==> src/rtl/store_merge_unit_pkg.sv <==
// Shared declarations for the MEM-stage store path: store width encodings,
// store-merge FSM state encodings and the alignment rule.
package store_merge_unit_pkg;

    localparam logic [1:0] MEM_op_word = 2'b00;
    localparam logic [1:0] MEM_op_half = 2'b01;
    localparam logic [1:0] MEM_op_byte = 2'b10;

    typedef enum logic [1:0] {
        SMU_S_IDLE  = 2'b00,
        SMU_S_WRITE = 2'b01,
        SMU_S_READ  = 2'b10,
        SMU_S_MERGE = 2'b11
    } smu_state_e;

    // Mode 2'b11 is not a store width, so it is rejected like a misaligned access.
    function automatic logic smu_misaligned(input logic [1:0] mode, input logic [1:0] lane);
        logic bad;
        case (mode)
            MEM_op_word: bad = (lane != 2'b00);
            MEM_op_half: bad = lane[0];
            MEM_op_byte: bad = 1'b0;
            default:     bad = 1'b1;
        endcase
        return bad;
    endfunction

endpackage

==> src/rtl/store_merge_unit_lane_merge.sv <==
// Little-endian lane insertion of store data into an existing memory word.
// Purely combinational; also intended for store-to-load forwarding.
module store_lane_merge
    import store_merge_unit_pkg::*;
(
    input  logic [31:0] old_word,
    input  logic [31:0] data,
    input  logic [1:0]  lane,
    input  logic [1:0]  mode,
    output logic [31:0] merged
);

    // Replace the addressed byte/half lanes; an illegal mode leaves the word intact.
    always_comb begin
        merged = old_word;
        case (mode)
            MEM_op_byte: merged[{lane, 3'b000} +: 8] = data[7:0];
            MEM_op_half: begin
                if (lane[1]) begin
                    merged[31:16] = data[15:0];
                end else begin
                    merged[15:0] = data[15:0];
                end
            end
            MEM_op_word: merged = data;
            default:     merged = old_word;
        endcase
    end

endmodule

==> src/rtl/store_merge_unit.sv <==
// MEM-stage store unit: full-word stores write directly, byte/half stores do a
// read-merge-write on the word-only synchronous data RAM.
module store_merge_unit
    import store_merge_unit_pkg::*;
#(
    parameter int ADDR_W = 10
) (
    input  logic              clk,
    input  logic              rst,
    input  logic              req_valid,
    output logic              req_ready,
    input  logic [31:0]       req_addr,
    input  logic [31:0]       req_data,
    input  logic [1:0]        req_mode,
    output logic [ADDR_W-1:0] mem_addr,
    output logic              mem_rd_en,
    input  logic [31:0]       mem_rdata,
    output logic              mem_wr_en,
    output logic [31:0]       mem_wdata,
    output logic              misalign
);

    smu_state_e        state_r;
    smu_state_e        next_state_s;
    logic [ADDR_W+1:0] addr_r;
    logic [31:0]       data_r;
    logic [1:0]        mode_r;
    logic              misalign_r;
    logic              accept_s;
    logic              bad_s;
    logic [31:0]       merged_s;

    assign req_ready = (state_r == SMU_S_IDLE) && !rst;
    assign accept_s  = req_valid && req_ready;
    assign bad_s     = smu_misaligned(req_mode, req_addr[1:0]);
    assign misalign  = misalign_r;

    store_lane_merge u_lane_merge (
        .old_word (mem_rdata),
        .data     (data_r),
        .lane     (addr_r[1:0]),
        .mode     (mode_r),
        .merged   (merged_s)
    );

    // State register, request latch and one-cycle reject pulse.
    always_ff @(posedge clk) begin
        if (rst) begin
            state_r    <= SMU_S_IDLE;
            addr_r     <= '0;
            data_r     <= 32'h0000_0000;
            mode_r     <= 2'b00;
            misalign_r <= 1'b0;
        end else begin
            state_r    <= next_state_s;
            misalign_r <= accept_s && bad_s;
            if (accept_s && !bad_s) begin
                addr_r <= req_addr[ADDR_W+1:0];
                data_r <= req_data;
                mode_r <= req_mode;
            end else begin
                addr_r <= addr_r;
                data_r <= data_r;
                mode_r <= mode_r;
            end
        end
    end

    // Next-state selection: rejected requests never leave IDLE.
    always_comb begin
        next_state_s = state_r;
        case (state_r)
            SMU_S_IDLE: begin
                if (accept_s && !bad_s) begin
                    if (req_mode == MEM_op_word) begin
                        next_state_s = SMU_S_WRITE;
                    end else begin
                        next_state_s = SMU_S_READ;
                    end
                end else begin
                    next_state_s = SMU_S_IDLE;
                end
            end
            SMU_S_WRITE: next_state_s = SMU_S_IDLE;
            SMU_S_READ:  next_state_s = SMU_S_MERGE;
            SMU_S_MERGE: next_state_s = SMU_S_IDLE;
            default:     next_state_s = SMU_S_IDLE;
        endcase
    end

    // RAM-side outputs decoded from state; MERGE writes the word returned by the READ.
    always_comb begin
        mem_rd_en = 1'b0;
        mem_wr_en = 1'b0;
        mem_wdata = 32'h0000_0000;
        mem_addr  = '0;
        case (state_r)
            SMU_S_WRITE: begin
                mem_wr_en = 1'b1;
                mem_wdata = data_r;
                mem_addr  = addr_r[ADDR_W+1:2];
            end
            SMU_S_READ: begin
                mem_rd_en = 1'b1;
                mem_addr  = addr_r[ADDR_W+1:2];
            end
            SMU_S_MERGE: begin
                mem_wr_en = 1'b1;
                mem_wdata = merged_s;
                mem_addr  = addr_r[ADDR_W+1:2];
            end
            default: begin
                mem_rd_en = 1'b0;
                mem_wr_en = 1'b0;
            end
        endcase
    end

endmodule

==> config.mk <==
export PLATFORM = sky130hd
export DESIGN_NAME = store_merge_unit
export DESIGN_NICKNAME = d
export VERILOG_FILES = /design/src/rtl/store_merge_unit_pkg.sv /design/src/rtl/store_merge_unit_lane_merge.sv /design/src/rtl/store_merge_unit.sv
export SDC_FILE = /design/constraint.sdc
export NUM_CORES = 1
export LEC_CHECK = 0
export BUFFER_PORTS_ARGS = -buffer_cell sky130_fd_sc_hd__buf_2
export CAP_MARGIN = 30
export CORE_MARGIN = 4
export CORE_UTILIZATION = 51
export DETAILED_ROUTE_END_ITERATION = 10
export PLACE_DENSITY_LB_ADDON = 0.3
export SYNTH_ARGS = -nofsm -noshare
export SYNTH_HDL_FRONTEND = slang
export SYNTH_SLANG_ARGS = --single-unit
==> constraint.sdc <==
create_clock -name clk -period 6.25 [get_ports clk]
set_input_delay 0.9375 -clock clk [delete_from_list [all_inputs] [get_ports clk]]
set_output_delay 0.9375 -clock clk [all_outputs]
set_load 0.03 [all_outputs]
==> results.sh, run 1 <==
export IMPL_num_io_pins=147
export IMPL_setup_ws_ps=2720
export IMPL_dr_first_iter_drc_count=348
export IMPL_detailed_place_hpwl_um=6970
export IMPL_crit_end="mem_wdata[21]"
export IMPL_worstPathRequired_ps=5310
export IMPL_vias=3542
export IMPL_post_route_period_util_pct=56.5
export IMPL_tritoncts="built"
export IMPL_maxCapViolCount=0
export IMPL_timing_rr_start="state_r[1]$_SDFF_PP0_"
export IMPL_finalNetCount=604
export IMPL_die_area_um2=7390
export IMPL_die_h_um=85.9
export IMPL_grt_use_total_pct=26.4
export IMPL_period_minus_slack_ps=3530
export IMPL_cts_resized=0
export IMPL_port_buffer_count=126
export IMPL_synth_edf_count=0
export IMPL_yosysSeqAreaShare_pct=31.7
export IMPL_crit_path_max_incr_delay_ps=490
export IMPL_slowest_stage="dfxtp_1"
export IMPL_synth_area_um2=3100
export IMPL_clock_fmax_ghz=0.283
export IMPL_cts_root_buf="clkbuf_8"
export IMPL_antenna_found_initial=0
export IMPL_cts_hold_buf=0
export IMPL_final_cell_mix="126 x buf_2, 58 x o21ai_0, 50 x a21oi_1"
export IMPL_clk_path_buf_depth=2
export IMPL_hold_depth=2
export IMPL_grt_pass1_vias=3219
export IMPL_arrival_ps=2600
export IMPL_fin_skew_ps=6.05
export IMPL_power_density_nw_per_um2=175
export IMPL_end_kind="primary output"
export IMPL_r2r_cells=4
export IMPL_routed_via_density=6.17
export IMPL_drv_slew=0
export IMPL_clk_pin_slew_worst_paths_ps=90
export IMPL_grt_pass1_wl_um=15800
export IMPL_worstSetupPathType="reg -> out"
export IMPL_setup_viol=0
export IMPL_syn_inst=397
export IMPL_grt_max_degree=50
export IMPL_core_area_um2=5920
export IMPL_rsz0062_at_grt="false"
export IMPL_ys_seq_elements=49
export IMPL_outcome="complete, no violations"
export IMPL_start_util_pct=52.3
export IMPL_synth_area_per_cell_um2=7.80
export IMPL_overflow=0
export IMPL_setup_tns_ps=0
export IMPL_r2r_end="mode_r[0]$_SDFFE_PP0P_"
export IMPL_ant_nets=0
export IMPL_drt_total_wl_um=10000
export IMPL_first_pass_iters=5
export IMPL_antenna_cells=0
export IMPL_regToRegSetupSlack_ps=3870
export IMPL_die_x_um=85.9
export IMPL_numCtsBuffers=5
export IMPL_layout_drive_gt1_share_pct=29.5
export IMPL_globalplace_congestion=0.905
export IMPL_hold_slack_ps=478
export IMPL_drcViolationCount=0
export IMPL_final_common_cell="buf_2"
export IMPL_wl_per_cell_um=17.5
export IMPL_synth_flop_cell="dfxtp_1"
export IMPL_final_hold_violation_count=0
export IMPL_n_fill_cell=549
export IMPL_ys_warn_count=0
export IMPL_area_growth_syn_to_layout_pct=20.3
export IMPL_syn_nets=503
export IMPL_cp_start_kind="register"
export IMPL_p_leak_nw=1.52
export IMPL_netlist_cell_type_count=40
export IMPL_clk_latency_ps=300
export IMPL_path_cells="inv_1 -> ha_1 -> nand3b_1 -> o32ai_4 -> and3_1 -> a221o_1 -> buf_2"
export IMPL_cts_setup_buffers=0
export IMPL_path_max_fanout=8
export IMPL_ir_worst_vdd_uv=113
export IMPL_tightest_slew_ps=1080
export IMPL_rows=28
export IMPL_async_reset_ff_share_pct=0
export IMPL_holdCritPathClass="reg -> reg"
export IMPL_htree_num_levels=2
export IMPL_cts_sinks=49
export IMPL_slew_headroom_pct=28.1
export IMPL_pre_cts_ws_ps=3120
export IMPL_multiInputGateArea_um2=1870
export IMPL_crit_start="addr_r[1]$_SDFFE_PP0P_"
export IMPL_regArea_um2=981
export IMPL_fin_util_pct=63.0
-- worst max-delay path: cells and delay by family, from the launching register on --
kind            cells  cell delay (ps)
flops               1              490
fa+ha+maj           1              390
compound gates      2              610
buf+inv             2              370
simple gates        2              430
-- synth_stat cells (5+ instances only) --
master    number  share of area, %
a21oi_1       50               8.1
and3_1         6               1.2
dfxtp_1       49                32
mux2i_1        7               2.3
nor2_1         8              0.97
nand2_1       27               3.3
o221ai_1      17               4.8
inv_1         10               1.2
a31oi_1        8               1.6
a22o_1         8               2.3
nand3_1       44               7.1
buf_4          8               1.9
ha_1           5               2.0
clkbuf_1      18               2.2
a32oi_1       15               4.2
o21ai_0       58               9.4
buf_6          6               2.2
nand2b_1      10               2.0
nor2b_1       14               2.8
-- worst min path at each step --
stage                            startpoint                       to  slack, ps
floorplan           addr_r[10]$_SDFFE_PP0P_  addr_r[10]$_SDFFE_PP0P_        450
global placement     addr_r[4]$_SDFFE_PP0P_   addr_r[4]$_SDFFE_PP0P_        460
detailed placement   addr_r[4]$_SDFFE_PP0P_   addr_r[4]$_SDFFE_PP0P_        460
CTS                  addr_r[4]$_SDFFE_PP0P_   addr_r[4]$_SDFFE_PP0P_        470
global route         addr_r[5]$_SDFFE_PP0P_   addr_r[5]$_SDFFE_PP0P_        500
finish               addr_r[4]$_SDFFE_PP0P_   addr_r[4]$_SDFFE_PP0P_        480
-- through the flow --
stage | area (um2) | instances | total power, mW
after floorplan | 3100 | 397 | 0.429
final | 3730 | 574 | 0.654
after detailed placement | 3640 | 566 | 0.472
after CTS | 3730 | 574 | 0.653
after global placement | 3640 | 566 | 0.470
after global routing | 3730 | 574 | 0.681
-- logic make-up after synthesis --
logic type,share of synthesized area [%]
buf+inv,8.12
flops,31.7
mux,2.26
fa+ha+maj,2.02
compound gates,35.5
simple gates,20.4
-- routing by layer --
layer  part of all wire [%]  global-route usage (%)  routed length [um]  vias up
li1                       -                       -                   -     1696
met4                    1.5                    7.48                 150        0
met2                     46                    41.5                4590      193
met3                     10                    5.76                1010       14
met5                      0                       0                   0        -
met1                     43                    36.4                4280     1639
-- report_power, final --
| part | internal (mW) | leakage, nW | switching [mW] |
|---|---|---|---|
| combinational | 0.0476 | 1.09 | 0.0783 |
| clock | 0.0794 | 0.0385 | 0.107 |
| sequential | 0.323 | 0.397 | 0.0187 |
-- cell type report --
class,count,share of cell area (%)
timing repair buffer,129,17.5
inverter,11,1.11
tap,75,2.52
sequential,49,26.3
clock buffer,7,2.05
multi-input combinational,302,50.3
clock inverter,1,0.201
-- registers in the layout, summed over array words and instances (netlist names) --
| signal | flops |
|---|---|
| mode_r | 2 |
| addr_r | 12 |
| data_r | 32 |
| misalign | 1 |
| state_r | 2 |
Power figures use the tool's default switching activity.
==> run 2, diff against run 1 <==
- CORE_UTILIZATION: 51 -> 42
- clock period: 6.25 -> 3 ns (I/O delays scaled with it)
==> run 2 against run 1 <==
Via count rose by 1.0%. Sequential share of layout area fell by 0.61 points. Clock power rose by 110%. Global-route usage fell by 3.4 points. Critical endpoint is now mem_wdata[22]. Largest power group unchanged.
==> results.sh, run 2 (synthesis results as in run 1) <==
export IMPL_outcome="complete, no violations"
export IMPL_period_minus_slack_ps=2840
export IMPL_power_internal_mw=0.940
export IMPL_grt_max_degree=49
export IMPL_setup_ws_ps=162
export IMPL_holdCritStartpoint="req_addr[3]"
export IMPL_slew_headroom_pct=41.8
export IMPL_p_switching_mw=0.432
export IMPL_crit_start="addr_r[0]$_SDFFE_PP0P_"
export IMPL_final_cell_mix="126 x buf_2, 58 x o21ai_0, 50 x a21oi_1"
export IMPL_top_regs="data_r x32, addr_r x12"
export IMPL_dr_first_iter_drc_count=378
export IMPL_cts_hold_buf=0
export IMPL_die_x_um=93.9
export IMPL_final_common_cell="buf_2"
export IMPL_drcViolationCount=0
export IMPL_vias=3579
export IMPL_layout_drive_gt1_share_pct=31.2
export IMPL_hold_slack_ps=385
export IMPL_p_sw_share_pct=31.5
export IMPL_fin_skew_ps=11.5
export IMPL_die_area_um2=8810
export IMPL_p_seq_share_pct=51.2
export IMPL_ant_nets=0
export IMPL_end_kind="primary output"
export IMPL_start_util_pct=42.9
export IMPL_numCtsBuffers=5
export IMPL_pre_cts_ws_ps=384
export IMPL_p_leak_nw=1.57
export IMPL_clk_path_buf_depth=2
export IMPL_grt_pass1_wl_um=16000
export IMPL_tightest_slew_ps=873
export IMPL_cts_sinks=49
export IMPL_arrival_ps=2390
export IMPL_core_area_um2=7210
export IMPL_clock_fmax_ghz=0.352
export IMPL_first_pass_iters=5
export IMPL_worstSetupPathType="reg -> out"
export IMPL_path_max_fanout=8
export IMPL_final_hold_violation_count=0
export IMPL_die_h_um=93.9
export IMPL_area_growth_syn_to_layout_pct=23.5
export IMPL_rows=31
export IMPL_grt_pass1_vias=3196
export IMPL_largest_reg_flops=32
export IMPL_worstPathRequired_ps=2550
export IMPL_detailed_place_hpwl_um=7510
export IMPL_setup_tns_ps=0
export IMPL_port_buffer_count=126
export IMPL_antenna_cells=0
export IMPL_clk_pin_slew_worst_paths_ps=90
export IMPL_globalplace_congestion=0.890
export IMPL_num_io_pins=147
export IMPL_n_fill_cell=740
export IMPL_routed_via_density=5.94
export IMPL_tritoncts="built"
export IMPL_rsz0062_at_grt="false"
export IMPL_grt_use_total_pct=23.0
export IMPL_clockPowerShare_pct=28.0
export IMPL_power_frac_comb_pct=20.7
export IMPL_overflow=0
export IMPL_timing_rr_start="state_r[0]$_SDFF_PP0_"
export IMPL_clk_latency_ps=300
export IMPL_drt_total_wl_um=10500
export IMPL_largest_register="data_r"
export IMPL_power_density_nw_per_um2=359
export IMPL_cts_root_buf="clkbuf_8"
export IMPL_drv_slew=0
export IMPL_setup_viol=0
export IMPL_cp_start_kind="register"
export IMPL_maxCapViolCount=0
export IMPL_htree_num_levels=2
export IMPL_holdCritPathClass="in -> reg"
export IMPL_ir_worst_vdd_uv=272
export IMPL_post_route_period_util_pct=94.6
export IMPL_finalNetCount=610
export IMPL_wl_per_cell_um=17.5
export IMPL_antenna_found_initial=1
==> run 2: cell types whose count changed in the layout (fill, tap and decap cells not counted), sizes merged <==
cell and change:
clkbuf -2, buf +6, clkinv +1
==> run 2: path summary, 6_finish.rpt <==
kind / to / slack [ps] / cells after the start
worst max-delay path: mem_wdata[22] / 160 / 7
worst min-delay path: addr_r[3]$_SDFFE_PP0P_ / 390 / 3
worst max register to register: mode_r[0]$_SDFFE_PP0P_ / 990 / 4
worst min register to register: addr_r[3]$_SDFFE_PP0P_ / 480 / 2
==> run 2: layout make-up <==
type	instances	area, um2	share of cell area, %
clock buffer	5	68.8	1.80
clock inverter	2	16.3	0.425
inverter	11	41.3	1.08
multi-input combinational	302	1890	49.5
sequential	49	983	25.7
tap	99	124	3.24
timing repair buffer	135	698	18.3
==> run 2: stage by stage <==
step	power [mW]	cells	cell area (um2)	utilization, %
after global routing	1.43	603	3820	53.0
after global placement	0.988	596	3720	51.5
final	1.37	603	3820	53.0
after detailed placement	0.997	596	3720	51.5
after floorplan	0.894	397	3100	-
after CTS	1.37	603	3800	52.7
==> run 2: timing repair <==
action | 4_1_cts | 5_1_grt
resized for setup | 0 | 4
setup endpoints to repair | 0 | 23
setup buffers | 0 | 0
==> run 2: per-layer routing <==
metal,share of wire (%),global-route usage (%)
met3,8.5,3.93
met4,4.1,10.6
met5,0.066,0
met2,45,34.1
met1,43,32.3
==> run 2: power groups by stage <==
stage | registers [mW] | logic [mW] | clock network [mW]
after floorplan | 0.702 | 0.192 | 0
after global placement | 0.716 | 0.272 | 0
after detailed placement | 0.717 | 0.279 | 0
after CTS | 0.702 | 0.280 | 0.388
after global routing | 0.706 | 0.310 | 0.410
final | 0.703 | 0.285 | 0.384
==> run 2: critical path, cell delays in order (launching register included) <==
cell,delay (ps)
dfxtp_2,410
inv_2,130
ha_1,270
nand3b_1,280
o32ai_4,430
and3_1,240
a221o_1,130
buf_2,200
